## src/rtl/seg_scan_driver.sv

```systemverilog
// seg_scan_driver: time-multiplexed N-digit seven-segment display driver.
//
// A refresh FSM (OFF -> DRIVE -> DEAD -> DRIVE ...) walks through the digits.
// Each digit is driven for REFRESH_DIV cycles. DEAD_CYCLES cycles with every
// anode off separate one digit from the next. Digit data lives in shadow
// registers that only change on a load strobe.
//
// Ports:
//   clk, rst_n     system clock, asynchronous active-low reset
//   enable         scanning enabled; low turns the display off
//   load           one-cycle strobe capturing digits_in/dp_in/blank_in/lzs
//   digits_in      nibble k = value of digit k (digit 0 least significant)
//   dp_in          per-digit decimal point request (1 = lit)
//   blank_in       per-digit force-dark (segments and decimal point)
//   lzs            leading-zero suppression enable
//   sseg[0:6]      segments a..g, active-low (sseg[0] = a)
//   dp             decimal point, active-low
//   an             digit anodes, polarity set by AN_ACTIVE_LOW
//   digit_idx      index of the digit currently being scanned
//   frame_tick     one-cycle pulse on the first DRIVE cycle after a wrap to digit 0
module seg_scan_driver #(
  parameter int NUM_DIGITS    = 4,
  parameter int REFRESH_DIV   = 50000,
  parameter int DEAD_CYCLES   = 16,
  parameter int HEX_MODE      = 1,
  parameter int AN_ACTIVE_LOW = 1,
  localparam int IW = (NUM_DIGITS > 1) ? $clog2(NUM_DIGITS) : 1
) (
  input  logic                    clk,
  input  logic                    rst_n,
  input  logic                    enable,
  input  logic                    load,
  input  logic [4*NUM_DIGITS-1:0] digits_in,
  input  logic [NUM_DIGITS-1:0]   dp_in,
  input  logic [NUM_DIGITS-1:0]   blank_in,
  input  logic                    lzs,
  output logic [0:6]              sseg,
  output logic                    dp,
  output logic [NUM_DIGITS-1:0]   an,
  output logic [IW-1:0]           digit_idx,
  output logic                    frame_tick
);

  localparam int MAXC = (REFRESH_DIV > DEAD_CYCLES) ? REFRESH_DIV : DEAD_CYCLES;
  localparam int PW   = (MAXC > 1) ? $clog2(MAXC) : 1;

  localparam logic [PW-1:0] RD_LAST  = PW'(REFRESH_DIV - 1);
  localparam logic [PW-1:0] DC_LAST  = PW'(DEAD_CYCLES - 1);
  localparam logic [IW-1:0] IDX_LAST = IW'(NUM_DIGITS - 1);

  localparam logic [NUM_DIGITS-1:0] AN_OFF = (AN_ACTIVE_LOW != 0) ? {NUM_DIGITS{1'b1}}
                                                                  : {NUM_DIGITS{1'b0}};
  localparam logic [0:6] SEG_DARK = 7'b1111111;
  localparam logic [0:6] SEG_DASH = 7'b1111110;

  typedef enum logic [1:0] {
    ST_OFF   = 2'd0,
    ST_DRIVE = 2'd1,
    ST_DEAD  = 2'd2
  } state_t;

  state_t                  state_q, state_d;
  logic [PW-1:0]           presc_q, presc_d;
  logic [IW-1:0]           idx_q, idx_d;
  logic [4*NUM_DIGITS-1:0] sh_dig_q, sh_dig_d;
  logic [NUM_DIGITS-1:0]   sh_dp_q, sh_dp_d;
  logic [NUM_DIGITS-1:0]   sh_blank_q, sh_blank_d;
  logic                    sh_lzs_q, sh_lzs_d;
  logic [0:6]              sseg_q, sseg_d;
  logic                    dp_q, dp_d;
  logic [NUM_DIGITS-1:0]   an_q, an_d;
  logic                    tick_q, tick_d;

  logic                    advance_s;
  logic [NUM_DIGITS-1:0]   supp_s;
  logic                    zero_above_s;
  logic [NUM_DIGITS-1:0]   an_on_s;
  logic [3:0]              nib_s;

  // Seven-segment decode, active-low, bit 0 = segment a.
  function automatic logic [0:6] seg_decode(input logic [3:0] v);
    logic [0:6] s;
    case (v)
      4'h0:    s = 7'b0000001;
      4'h1:    s = 7'b1001111;
      4'h2:    s = 7'b0010010;
      4'h3:    s = 7'b0000110;
      4'h4:    s = 7'b1001100;
      4'h5:    s = 7'b0100100;
      4'h6:    s = 7'b0100000;
      4'h7:    s = 7'b0001111;
      4'h8:    s = 7'b0000000;
      4'h9:    s = 7'b0000100;
      4'hA:    s = (HEX_MODE != 0) ? 7'b0001000 : SEG_DASH;
      4'hB:    s = (HEX_MODE != 0) ? 7'b1100000 : SEG_DASH;
      4'hC:    s = (HEX_MODE != 0) ? 7'b0110001 : SEG_DASH;
      4'hD:    s = (HEX_MODE != 0) ? 7'b1000010 : SEG_DASH;
      4'hE:    s = (HEX_MODE != 0) ? 7'b0110000 : SEG_DASH;
      4'hF:    s = (HEX_MODE != 0) ? 7'b0111000 : SEG_DASH;
      default: s = SEG_DARK;
    endcase
    return s;
  endfunction

  // Scan FSM next state: prescaler, digit index and frame wrap pulse.
  always_comb begin
    state_d   = state_q;
    presc_d   = presc_q;
    idx_d     = idx_q;
    tick_d    = 1'b0;
    advance_s = 1'b0;
    if (!enable) begin
      state_d = ST_OFF;
      presc_d = '0;
      idx_d   = '0;
    end else begin
      case (state_q)
        ST_OFF: begin
          state_d = ST_DRIVE;
          presc_d = '0;
          idx_d   = '0;
        end
        ST_DRIVE: begin
          if (presc_q == RD_LAST) begin
            presc_d = '0;
            if (DEAD_CYCLES == 0) begin
              advance_s = 1'b1;
            end else begin
              state_d = ST_DEAD;
            end
          end else begin
            presc_d = presc_q + 1'b1;
          end
        end
        ST_DEAD: begin
          if (presc_q == DC_LAST) begin
            presc_d   = '0;
            advance_s = 1'b1;
            state_d   = ST_DRIVE;
          end else begin
            presc_d = presc_q + 1'b1;
          end
        end
        default: begin
          state_d = ST_OFF;
          presc_d = '0;
          idx_d   = '0;
        end
      endcase
      if (advance_s) begin
        if (idx_q == IDX_LAST) begin
          idx_d  = '0;
          tick_d = 1'b1;
        end else begin
          idx_d = idx_q + 1'b1;
        end
      end else begin
        tick_d = 1'b0;
      end
    end
  end

  // Shadow registers follow the inputs only on a load strobe.
  always_comb begin
    if (load) begin
      sh_dig_d   = digits_in;
      sh_dp_d    = dp_in;
      sh_blank_d = blank_in;
      sh_lzs_d   = lzs;
    end else begin
      sh_dig_d   = sh_dig_q;
      sh_dp_d    = sh_dp_q;
      sh_blank_d = sh_blank_q;
      sh_lzs_d   = sh_lzs_q;
    end
  end

  // Pin values are built from the next state, index and shadow contents so that
  // anode and segments switch together with the state registers.
  always_comb begin
    zero_above_s = 1'b1;
    supp_s       = '0;
    for (int k = NUM_DIGITS - 1; k >= 0; k--) begin
      zero_above_s = zero_above_s & (sh_dig_d[4*k +: 4] == 4'd0);
      supp_s[k]    = sh_lzs_d & zero_above_s & (k != 0);
    end
    nib_s   = sh_dig_d[{idx_d, 2'b00} +: 4];
    an_on_s = '0;
    sseg_d  = SEG_DARK;
    dp_d    = 1'b1;
    if (state_d == ST_DRIVE) begin
      an_on_s[idx_d] = 1'b1;
      if (sh_blank_d[idx_d]) begin
        sseg_d = SEG_DARK;
        dp_d   = 1'b1;
      end else begin
        sseg_d = supp_s[idx_d] ? SEG_DARK : seg_decode(nib_s);
        dp_d   = ~sh_dp_d[idx_d];
      end
    end else begin
      an_on_s = '0;
    end
    an_d = (AN_ACTIVE_LOW != 0) ? ~an_on_s : an_on_s;
  end

  // All state, shadow and output registers.
  always_ff @(posedge clk or negedge rst_n) begin
    if (!rst_n) begin
      state_q    <= ST_OFF;
      presc_q    <= '0;
      idx_q      <= '0;
      sh_dig_q   <= '0;
      sh_dp_q    <= '0;
      sh_blank_q <= '0;
      sh_lzs_q   <= 1'b0;
      sseg_q     <= SEG_DARK;
      dp_q       <= 1'b1;
      an_q       <= AN_OFF;
      tick_q     <= 1'b0;
    end else begin
      state_q    <= state_d;
      presc_q    <= presc_d;
      idx_q      <= idx_d;
      sh_dig_q   <= sh_dig_d;
      sh_dp_q    <= sh_dp_d;
      sh_blank_q <= sh_blank_d;
      sh_lzs_q   <= sh_lzs_d;
      sseg_q     <= sseg_d;
      dp_q       <= dp_d;
      an_q       <= an_d;
      tick_q     <= tick_d;
    end
  end

  assign sseg       = sseg_q;
  assign dp         = dp_q;
  assign an         = an_q;
  assign digit_idx  = idx_q;
  assign frame_tick = tick_q;

endmodule

```

## config.mk

```make
export PLATFORM = sky130hd
export DESIGN_NAME = seg_scan_driver
export DESIGN_NICKNAME = d
export VERILOG_FILES = /design/src/rtl/seg_scan_driver.sv
export SDC_FILE = /design/constraint.sdc
export NUM_CORES = 1
export LEC_CHECK = 0
export CORE_MARGIN = 1.5
export CORE_UTILIZATION = 40
export DETAILED_ROUTE_END_ITERATION = 8
export DONT_BUFFER_PORTS = 1
export PLACE_DENSITY = 0.55
export SLEW_MARGIN = 20
export SYNTH_ARGS = -nofsm -noshare
export SYNTH_HDL_FRONTEND = slang
export SYNTH_SLANG_ARGS = --single-unit
```

## constraint.sdc

```tcl
create_clock -name clk -period 3.9 [get_ports clk]
set_clock_uncertainty 0.05 [all_clocks]
set_input_delay 1.17 -clock clk [delete_from_list [all_inputs] [get_ports clk]]
set_output_delay 1.17 -clock clk [all_outputs]
set_load 0.05 [all_outputs]
```

# ---- Word-level counts from Yosys, hierarchy flattened
# Memory sizes are Yosys's and may differ from the RTL's.
# Cells that the tools add are included.
dict set report word_totals {
  regBits 58
  latchBits 0
  ramBits 0
  mem_bits_ro 112
  input_bits 29
  output_inout_bits 15
  elab_cells 72
  n_memories 1
}
# memory words width read_ports rd_clocked_by_memory_dff wr line
set memory_table {}
lappend memory_table {{(name not given)} 16 7 1 0 0 83} ;# case (v)
dict set report classes {
  add_sub_neg 2
  multipliers 0
  div_mod_pow 0
  magnitude_cmp 2
  n_eq_ne 6
  shift 1
  mux 36
  bitwise 7
  n_reduce_logical 6
}
# op count
set ops {}
lappend ops {{16-bit two-way mux} 4}
lappend ops {{16-bit one-hot mux with 2 select lines} 1}
lappend ops {{7-bit two-way mux} 3}
lappend ops {{16-bit by 1-bit adder with 16-bit output, second input constant} 1}
lappend ops {{16-bit == test, second input constant} 1}
lappend ops {{16-bit by 4-bit == test with 1-bit output, second input constant} 1}
lappend ops {{16-bit by 5-bit variable part select with 4-bit output} 1}
lappend ops {{2-bit two-way mux} 7}
lappend ops {{1-bit two-way mux} 13}
lappend ops {{4-bit zero test} 3}
lappend ops {{4-bit two-way mux} 3}
lappend ops {{1-bit binary-select mux with 2-bit select} 3}
lappend ops {{2-bit one-hot mux with 3 select lines} 1}
lappend ops {{1-bit AND} 5}
lappend ops {{2-bit by 1-bit == test with 1-bit output, second input constant} 2}
lappend ops {{2-bit == test, second input constant} 2}
lappend ops {{4-bit inverter} 1}
lappend ops {{2-bit by 3-bit < comparator with 1-bit output, second input constant} 1}
lappend ops {{2-bit by 1-bit adder with 2-bit output, second input constant} 1}
lappend ops {{1-bit demux with 2-bit select} 1}
lappend ops {{2-bit by 1-bit >= comparator with 1-bit output, second input constant} 1}
lappend ops {{2-bit zero test} 1}
lappend ops {{2-bit OR reduction} 1}
lappend ops {{1-bit logical AND} 1}
lappend ops {{1-bit inverter} 1}

# ---- Depth between registers and ports, before layout
# Gate-level depths: netlist of the first run.
dict set report logic_depth {
  depth_word 12
  ltp_mapped 16
  mapped_depth_nobuf 15
}

# ---- Least setup slack after synthesis of the first run
# No wires, ideal clock.
dict set report synth_path {
  path_kind {input port to flip-flop}
  from {input load}
  to {register sseg_q, in the netlist sseg[3]}
  setup_time_ps 90
  arrival_ps 3440
  t_required_ps 3760
  slack_ps 320
  cell_stages 11
  path_buffers 2
  cell_sequence {clkbuf_1 -> buf_2 -> mux2_2 -> or3_1 -> a22oi_4 -> inv_1 -> ha_1 -> o2111a_1 -> a211oi_1 -> a32oi_1 -> nand2b_1}
}
dict set report synth_via {
  word_cells_on_any_way 20
  classes_between {1 x shift; 10 x mux; 5 x bitwise; 3 x reduce/logical; 1 x memory}
}
# item line
set synth_rtl {}
lappend synth_rtl {{start, declared} 32} ;# input logic load,
lappend synth_rtl {{16-bit two-way mux} 165} ;# if (load) begin
lappend synth_rtl {{named net sh_dig_d[0]} 65} ;# logic [4*NUM_DIGITS-1:0] sh_dig_q, sh_dig_d;
lappend synth_rtl {{16-bit by 5-bit variable part select with 4-bit output} 187} ;# nib_s = sh_dig_d[{idx_d, 2'b00} +: 4];
lappend synth_rtl {{memory read 16 x 7 bit} --}
lappend synth_rtl {{7-bit two-way mux} 197} ;# sseg_d = supp_s[idx_d] ? SEG_DARK : seg_decode(nib_s);
lappend synth_rtl {{7-bit two-way mux} 193} ;# if (sh_blank_d[idx_d]) begin
lappend synth_rtl {{7-bit two-way mux} 191} ;# if (state_d == ST_DRIVE) begin
lappend synth_rtl {{named net sseg_d, one bit} 69} ;# logic [0:6] sseg_q, sseg_d;
lappend synth_rtl {{end signal, assigned} 228} ;# sseg_q <= sseg_d;
lappend synth_rtl {{end, declared} 69}
# The timed path passes the listed nets, and every way through them passes these cells. The select of a mux whose other input is x is not followed.

# ---- Final worst setup path of the first run
dict set report layout_path {
  from {register presc_q[4]}
  to {register sseg_q, in the netlist sseg[3]}
}
dict set report layout_via {
  elab_chain_cells 11
  word_cells_on_any_way 21
  classes_between {3 x eq/ne; 1 x shift; 16 x mux; 1 x memory}
}
# item line
set layout_rtl {}
lappend layout_rtl {{start, declared} 63} ;# logic [PW-1:0] presc_q, presc_d;
lappend layout_rtl {{start signal, assigned} 222} ;# presc_q <= presc_d;
lappend layout_rtl {{16-bit by 4-bit == test with 1-bit output} 136} ;# if (presc_q == DC_LAST) begin
lappend layout_rtl {{1-bit two-way mux} 136}
lappend layout_rtl {{1-bit two-way mux} 117} ;# case (state_q)
lappend layout_rtl {{1-bit two-way mux} 112} ;# if (!enable) begin
lappend layout_rtl {{2-bit two-way mux} 150} ;# if (advance_s) begin
lappend layout_rtl {{2-bit two-way mux} 112}
lappend layout_rtl {{16-bit by 5-bit variable part select with 4-bit output or 1-bit binary-select mux with 2-bit select (tied branches)} {187, 197}}
lappend layout_rtl {{memory read 16 x 7 bit or 1-bit two-way mux (tied branches)} --}
lappend layout_rtl {{7-bit two-way mux} 197}
lappend layout_rtl {{7-bit two-way mux} 193}
lappend layout_rtl {{7-bit two-way mux (*)} 191}
lappend layout_rtl {{named net sseg_d, one bit} 69}
# Mark *: on every way through the listed nets, which the timed path passes. The rest lies on a longest branch. The select of a mux whose other input is x is not followed.

==> flow_metrics.tcl, run 1 <==
set metrics [dict create \
    status "finished clean" \
    grt_max_degree 59 \
    fp.dieW_um 90.72 \
    cts_hold_buf 0 \
    cts_tree "built" \
    grtUsageTotal_pct 15.75 \
    startpoint_type "register" \
    ctsResizeCount 0 \
    dp_hpwl_um 4191 \
    ir_drop_mv 0.1622 \
    synth_ff_type "dfrtp_1" \
    power.density_nw_per_um2 430.2 \
    drt_iter0_markers 82 \
    timing.final.ws_setup_ns 0.4520 \
    p_leak_nw 1.398 \
    boundaryPins 44 \
    power_switching_mw 0.3495 \
    syn_avg_cell_area_um2 11.48 \
    reg2reg_depth 12 \
    clock_latency_ns 0.34 \
    cts_max_path_buffers 2 \
    drv_slew 0 \
    nNetsFinal 311 \
    nFillCells 663 \
    drtAntennaViolNets 0 \
    dp_slack_ns 0.3410 \
    route.detailed.drc 0 \
    max_slew.worst_pin.slew_ns 0.6140 \
    core_um2 7331 \
    vias_per_cell 5.249 \
    die_h_um 90.72 \
    synth_cells 268 \
    synth_async_sr_flop_share_pct 100.0 \
    grt_pass1_wl_um 10150 \
    ff_latch_area_um2 1466 \
    htreeDepth 3 \
    internal_power_mw 1.099 \
    gp_congestion 0.7892 \
    pwr-share-seq_pct 47.8 \
    io_buffers 0 \
    crit_chain "nor4_1 > nand3_1 > nor3_4 > mux2_4 > inv_2 > mux2i_1 > mux2i_2 > inv_1 > ha_1 > a21o_1 > a32oi_1 > nand2b_1" \
    period_minus_slack_ns 3.448 \
    path_delay_family "simple AND/OR/NAND/NOR gates" \
    slew_headroom_pct 58.95 \
    syn-num-nets 309 \
    grt.overflow.total 0 \
    clkPwrFrac_pct 41.7 \
    synth_edf_count 0 \
    clk_pin_slew_ns 0.06 \
    slowest_delay_ns 0.43 \
    cp_num_cells 12 \
    synth_cell_type_count 50 \
    setup-violations-final 0 \
    max_freq_mhz 290.0 \
    area_growth_pct 9.431 \
    critPathBufInv 2 \
    numCtsBuffers 9 \
    antenna_found_initial 0 \
    start_util_pct 41.99 \
    routed_wl_um 5911 \
    synth_warnings 0 \
    diodes 0 \
    post-route-period-util_pct 88.41 \
    rrSetupSlack_ns 0.45 \
    synth_seq_cells 58 \
    yosysSeqAreaShare_pct 47.64 \
    rows 31 \
    setup-tns-final_ns 0 \
    criticalPathCategory "register to register" \
    hp-class "register to register" \
    multi_input_area_um2 1496 \
    cts-root-buf "clkbuf_8" \
    post_cts_buffers 0 \
    dr.pass1.iters 4 \
    grt_pass1_vias 1987 \
    drv_cap 0 \
    syn_area_um2 3078 \
    die-area_um2 8230 \
    rsz0062_at_grt "false" \
    end_kind "register" \
    holdPathStages 1 \
    wl_per_cell_um 15.80 \
    finalHoldViolations 0 \
    path_max_fanout 14 \
    switching_share_pct 24.12 \
    worstPathArrival_ns 3.67 \
    via_count 1963 \
    slowest_stage "dfrtp_1" \
    crit_required_ns 4.13 \
    combPwrFrac_pct 10.5 \
    cts.sinks 58 \
    drive_above_1_share_pct 24.00 \
]
-- power groups by stage --
stage | Clock [mW] | Sequential (mW) | Combinational, mW
after floorplan | 0 | 0.699 | 0.128
after global placement | 0 | 0.703 | 0.152
after detailed placement | 0 | 0.703 | 0.151
after CTS | 0.624 | 0.693 | 0.152
after global routing | 0.653 | 0.696 | 0.170
final | 0.604 | 0.692 | 0.153
-- layer usage --
layer,track usage [%],share of wire (%),vias to the layer above
met4,7.143,1.8,0
met3,4.630,5.0,10
met1,20.99,48,954
li1,-,-,956
met5,0,0,-
met2,23.50,45,43
-- cell type report --
class,count,area share (%)
inverters,12,1.412
clock buffers,15,5.832
clock inverters,1,0.8915
well taps,99,3.678
flip-flops and latches,58,43.54
multi-input cells,188,44.43
repair buffers,1,0.2229
-- registers in the layout (all words and copies together), names as in the netlist, 2 cells and up --
name / cells
presc_q: 16
sh_dig_q: 16
sseg: 7
an: 4
sh_blank_q: 4
sh_dp_q: 4
digit_idx: 2
state_q: 2
-- placed cells by master (no fill, tap or decap), drive strengths merged, types with 6 or more instances in the layout --
| master | count |
|---|---|
| xnor2 | 9 |
| xor2 | 9 |
| nor2 | 27 |
| inv | 12 |
| ha | 12 |
| nand2 | 9 |
| dfstp | 12 |
| nand3 | 17 |
| mux2 | 25 |
| dfrtp | 46 |
| and3 | 6 |
| o21ai | 7 |
| clkbuf | 15 |
| mux2i | 13 |
-- logic make-up after synthesis --
family / share of synthesized area [%]
buf+inv: 3.862
mux: 13.62
compound gates: 8.171
fa+ha+maj: 4.878
xor+xnor: 5.122
flops: 47.64
simple gates: 16.71
-- per-stage QoR --
stage	std cells	hold slack, ns	power (mW)	utilization (%)	cell area, um2
2_1_floorplan	268	0.3751	0.8270	-	3078
3_3_place_gp	358	0.3909	0.8543	42.81	3138
3_5_place_dp	358	0.4002	0.8543	42.81	3138
4_1_cts	374	0.4088	1.470	45.90	3364
5_1_grt	374	0.4302	1.520	45.95	3368
6_report	374	0.4019	1.449	45.95	3368
-- Yosys cell counts (4+ instances only) --
library cell	count	share of area (%)
mux2i_1	13	4.2
ha_1	12	4.9
o211ai_1	4	0.98
and2_1	4	0.81
nand3_1	17	2.8
o21ai_0	7	1.1
a211oi_1	5	1.2
mux2_2	23	8.4
and3_1	6	1.2
nor2_1	25	3.0
dfstp_2	12	10
xnor2_1	9	2.6
xor2_1	9	2.6
nand2b_1	5	1.0
nor3_1	4	0.65
o221ai_1	4	1.1
nand2_1	9	1.1
inv_1	10	1.2
dfrtp_1	46	37
-- path summary, 6_finish.rpt --
check                                      from                   end
min in group asynchronous                 rst_n  sh_dp_q[0]$_DFF_PN0_
hold / removal             presc_q[0]$_DFF_PN0_  presc_q[0]$_DFF_PN0_
max in group asynchronous                 rst_n     sseg[0]$_DFF_PN1_
setup / recovery           presc_q[4]$_DFF_PN0_     sseg[3]$_DFF_PN1_
setup reg to reg           presc_q[4]$_DFF_PN0_     sseg[3]$_DFF_PN1_
hold reg to reg            presc_q[0]$_DFF_PN0_  presc_q[0]$_DFF_PN0_
Power figures use the tool's default switching activity.
==> run 2: changes to the inputs <==
CORE_UTILIZATION = 60   (was 40)
PLACE_DENSITY = 0.77   (was 0.55)
==> run 2 against run 1 <==
  * Register-to-register slack better by 0.08 ns
  * Critical path depth stayed put
  * Global-route usage is 6.0 points higher
  * Fmax up 2.3%
  * Largest power group unchanged
==> flow_metrics.tcl, run 2 (synthesis gave the netlist of run 1 again) <==
set metrics [dict create \
    status "finished clean" \
    rrSetupSlack_ns 0.53 \
    final_common_cell "dfrtp_1" \
    dr.pass1.iters 4 \
    post-route-period-util_pct 86.43 \
    ff_latch_area_um2 1466 \
    drv_cap 0 \
    worstPathArrival_ns 3.59 \
    drive_above_1_share_pct 24.19 \
    boundaryPins 44 \
    startpoint_type "register" \
    drtAntennaViolNets 0 \
    criticalPathCategory "register to register" \
    met2_usage_pct 34.72 \
    hp-class "register to register" \
    core_um2 4817 \
    path_max_fanout 11 \
    grtUsageMet3_pct 4.819 \
    drv_slew 0 \
    grtUsageTotal_pct 21.74 \
    area_growth_pct 8.252 \
    timing.final.ws_setup_ns 0.5293 \
    dp_slack_ns 0.5118 \
    max_slew.worst_pin.slew_ns 0.6013 \
    clock_latency_ns 0.33 \
    ir_drop_mv 0.3057 \
    post_cts_buffers 0 \
    multi_input_area_um2 1493 \
    power.density_nw_per_um2 434.6 \
    slew_headroom_pct 59.80 \
    cts_hold_buf 0 \
    placed_cells 328 \
    antenna_found_initial 0 \
    route.detailed.drc 0 \
    rows 25 \
    grt_pass1_wl_um 9018 \
    end_kind "register" \
    gp_congestion 0.8628 \
    diodes 0 \
    io_buffers 0 \
    vias_per_cell 5.773 \
    die-area_um2 5569 \
    slowest_delay_ns 0.45 \
    final_cell_mix "dfrtp_1, nor2_1, mux2_2, nand3_1, mux2i_1" \
    htreeDepth 3 \
    die_h_um 74.63 \
    nNetsFinal 313 \
    max_freq_mhz 296.7 \
    dp_hpwl_um 3880 \
    start_util_pct 63.90 \
    use_met1_pct 28.56 \
    cts.sinks 58 \
    cts_tree "built" \
    finalHoldViolations 0 \
    crit_required_ns 4.12 \
    grt_pass1_vias 1963 \
    slowest_stage "mux2i_1" \
    numCtsBuffers 9 \
    drt_iter0_markers 92 \
    wl_per_cell_um 16.23 \
    grt_most_used_layer "met2" \
    fin_cells 344 \
    nFillCells 365 \
    routed_wl_um 5583 \
    grt_max_degree 59 \
    setup-violations-final 0 \
    clk_pin_slew_ns 0.06 \
    ctsResizeCount 0 \
    period_minus_slack_ns 3.371 \
    hold-worst-slack_ns 0.4061 \
    fp.dieW_um 74.63 \
    p_leak_nw 1.408 \
    setup-tns-final_ns 0 \
    crit_chain "nor4_1 > nand3_1 > nor3_4 > mux2_4 > inv_2 > mux2i_1 > mux2i_1 > inv_1 > ha_1 > a21o_1 > a32oi_1 > nand2b_1" \
    grt.overflow.total 0 \
    holdPathStages 1 \
    cts-root-buf "clkbuf_8" \
    cts_max_path_buffers 2 \
    critPathMostFrequentCell "mux2i_1" \
    via_count 1986 \
    reg2reg_depth 12 \
    rsz0062_at_grt "false" \
]
==> run 2: stage by stage <==
step	total power, mW	utilization [%]	area, um2
final	1.448	69.17	3332
after global routing	1.497	69.17	3332
after CTS	1.454	69.17	3332
after detailed placement	0.8506	64.62	3113
after global placement	0.8470	64.62	3113
after floorplan	0.8270	-	3078
==> run 2: final timing paths <==
check                                  endpoint                 start
hold / removal             presc_q[0]$_DFF_PN0_  presc_q[0]$_DFF_PN0_
setup / recovery              sseg[3]$_DFF_PN1_  presc_q[4]$_DFF_PN0_
max in group asynchronous          dp$_DFF_PN1_                 rst_n
hold reg to reg            presc_q[0]$_DFF_PN0_  presc_q[0]$_DFF_PN0_
min in group asynchronous  presc_q[8]$_DFF_PN0_                 rst_n
setup reg to reg              sseg[3]$_DFF_PN1_  presc_q[4]$_DFF_PN0_
==> run 2: area by class of cell <==
class	count	share of cell area, %
Tap cell	67	2.516
Clock buffer	11	4.243
Inverter	12	1.427
Sequential cell	58	44.01
Timing Repair Buffer	3	0.6759
Multi-Input combinational cell	188	44.80
Clock inverter	5	2.328
==> run 2: layer usage <==
| layer | routed length [um] | part of all wire [%] |
|---|---|---|
| met3 | 276 | 4.9 |
| met1 | 2551 | 46 |
| met5 | 0 | 0 |
| met2 | 2702 | 48 |
| met4 | 51 | 0.91 |
==> run 2: critical path, delay by kind of cell (launching register included) <==
| family | cells | cell delay [ns] |
|---|---|---|
| adder cells (fa/ha/maj) | 1 | 0.32 |
| AO/OA/AOI/OAI | 2 | 0.33 |
| buffers and inverters | 2 | 0.30 |
| AND/OR/NAND/NOR | 4 | 0.95 |
| multiplexers | 3 | 0.93 |
| flip-flops | 1 | 0.43 |
==> run 2: power breakdown <==
part / internal, mW / switching (mW) / total (mW)
clock: 0.375 / 0.231 / 0.606
sequential: 0.647 / 0.0448 / 0.692
combinational: 0.0678 / 0.0825 / 0.150
total: 1.09 / 0.358 / 1.45
==> run 3: changes to the inputs <==
CORE_UTILIZATION = 35   (was 60)
PLACE_DENSITY = 0.5   (was 0.77)
==> run 3 against run 2 <==
  * Non-clock buffer count unchanged
  * Via count increased by 0.15%
  * Critical path depth unchanged
  * Sequential cell count unchanged
  * Critical path type unchanged
  * Global-route usage decreased by 7.6 points
  * Core utilization decreased by 30 points
  * Total power decreased by 8.1%
  * Largest power group unchanged
  * Combinational power about the same
==> flow_metrics.tcl, run 3 (synthesis gave the netlist of run 1 again) <==
set metrics [dict create \
    status "finished clean" \
    drv_slew 0 \
    area_growth_pct 8.496 \
    dp_hpwl_um 4363 \
    grt_max_degree 59 \
    ctsResizeCount 0 \
    placed_cells 369 \
    diodes 0 \
    fin_cells 385 \
    grt_pass1_wl_um 10340 \
    setup-violations-final 0 \
    final_cell_mix "dfrtp_1, nor2_1, mux2_2, nand3_1" \
    period_minus_slack_ns 3.499 \
    holdPathStages 1 \
    fp.dieW_um 96.78 \
    worst_hold_startpoint "presc_q[0]$_DFF_PN0_" \
    worstReg2RegStart "presc_q[6]$_DFF_PN0_" \
    htreeDepth 3 \
    setup-tns-final_ns 0 \
    slew_headroom_pct 58.70 \
    die_h_um 96.78 \
    antenna_found_initial 0 \
    drv_cap 0 \
    numCtsBuffers 9 \
    ff_latch_area_um2 1466 \
    final_common_cell "dfrtp_1" \
    nNetsFinal 313 \
    power.density_nw_per_um2 398.5 \
    max_freq_mhz 285.8 \
    die-area_um2 9365 \
    dpl-instance-area_um2 3164 \
    post_cts_buffers 0 \
    clk_pin_slew_ns 0.07 \
    route.detailed.drc 0 \
    routed_wl_um 6177 \
    dr.pass1.iters 6 \
    nFillCells 860 \
    drt_iter0_markers 65 \
    hold_path_end "presc_q[0]$_DFF_PN0_" \
    crit_required_ns 4.10 \
    wl_per_cell_um 16.04 \
    cts_max_path_buffers 2 \
    grt.overflow.total 0 \
    drtAntennaViolNets 0 \
    hp-class "register to register" \
    end_kind "register" \
    multi_input_area_um2 1496 \
    rsz0062_at_grt "false" \
    cts-root-buf "clkbuf_8" \
    clock_latency_ns 0.34 \
    reg2reg_depth 12 \
    post-route-period-util_pct 89.71 \
    grtUsageTotal_pct 14.09 \
    cts.sinks 58 \
    max_slew.worst_pin.slew_ns 0.6177 \
    start_util_pct 35.64 \
    criticalPathCategory "register to register" \
    worstPathArrival_ns 3.70 \
    stdcell_area_um2 3339 \
    r2r-end "sseg[3]$_DFF_PN1_" \
    ir_drop_mv 0.1424 \
    rrSetupSlack_ns 0.40 \
    cts_tree "built" \
    vias_per_cell 5.166 \
    gp_congestion 0.8067 \
    p_leak_nw 1.378 \
    via_count 1989 \
    core_um2 8636 \
    rows 34 \
    finalHoldViolations 0 \
    grt_pass1_vias 2013 \
    startpoint_type "register" \
    boundaryPins 44 \
    io_buffers 0 \
    cts_hold_buf 0 \
    drive_above_1_share_pct 24.55 \
    path_max_fanout 14 \
]
[run 3: changes by cell type in the layout (fill, tap and decap cells not counted)]
cell	delta
bufinv_16	-2
clkinv_2	+1
clkinvlp_4	+1
mux2i_1	-1
mux2i_2	+1
[run 3: worst max path at each step]
stage,end,slack (ns),from
after floorplan,sseg[3]$_DFF_PN1_,0.32,load
after global routing,sseg[3]$_DFF_PN1_,0.14,presc_q[0]$_DFF_PN0_
after detailed placement,sseg[3]$_DFF_PN1_,0.32,presc_q[6]$_DFF_PN0_
after global placement,sseg[3]$_DFF_PN1_,0.40,presc_q[6]$_DFF_PN0_
final,sseg[3]$_DFF_PN1_,0.40,presc_q[6]$_DFF_PN0_
after CTS,sseg[3]$_DFF_PN1_,0.27,presc_q[6]$_DFF_PN0_
[run 3: final cells by class]
class                      instances  area share (%)
tap                              108           4.046
inverter                          12           1.424
clock inverter                     5          0.8992
multi-input combinational        188           44.81
sequential                        58           43.91
timing repair buffer               3          0.6744
clock buffer                      11           4.234
[run 3: report_power, final]
part	switching, mW	leakage [nW]	internal, mW
Sequential	0.0445	0.711	0.647
Clock	0.242	0.0851	0.244
Combinational	0.0836	0.582	0.0697
Total	0.370	1.38	0.961
[run 3: critical path, cell delays in order, from the launching register on]
cell,delay [ns]
dfrtp_1,0.43
or4_4,0.60
nor3_4,0.22
mux2_4,0.40
inv_2,0.26
a21oi_2,0.09
a22oi_4,0.24
inv_1,0.11
ha_1,0.27
o2111a_1,0.14
a211oi_1,0.32
a32oi_1,0.09
nand2b_1,0.18
[run 3: routing by layer]
layer	GRT usage, %	routed length [um]	up-vias	share of wire [%]
li1	-	-	957	-
met1	17.89	2825	981	46
met2	21.84	2971	40	48
met3	4.480	218	11	3.5
met4	6.577	162	0	2.6
met5	0	0	-	0
[run 3: through the flow]
stage          power (mW)  worst slack, ns  hold slack (ns)  util, %
6_report            1.331           0.4014           0.4019    38.67
3_5_place_dp       0.8543           0.3235           0.3944    36.64
2_1_floorplan      0.8270           0.3202           0.3751        -
4_1_cts             1.351           0.2651           0.4040    38.63
3_3_place_gp       0.8550           0.3957           0.3952    36.64
5_1_grt             1.401           0.1356           0.4361    38.67
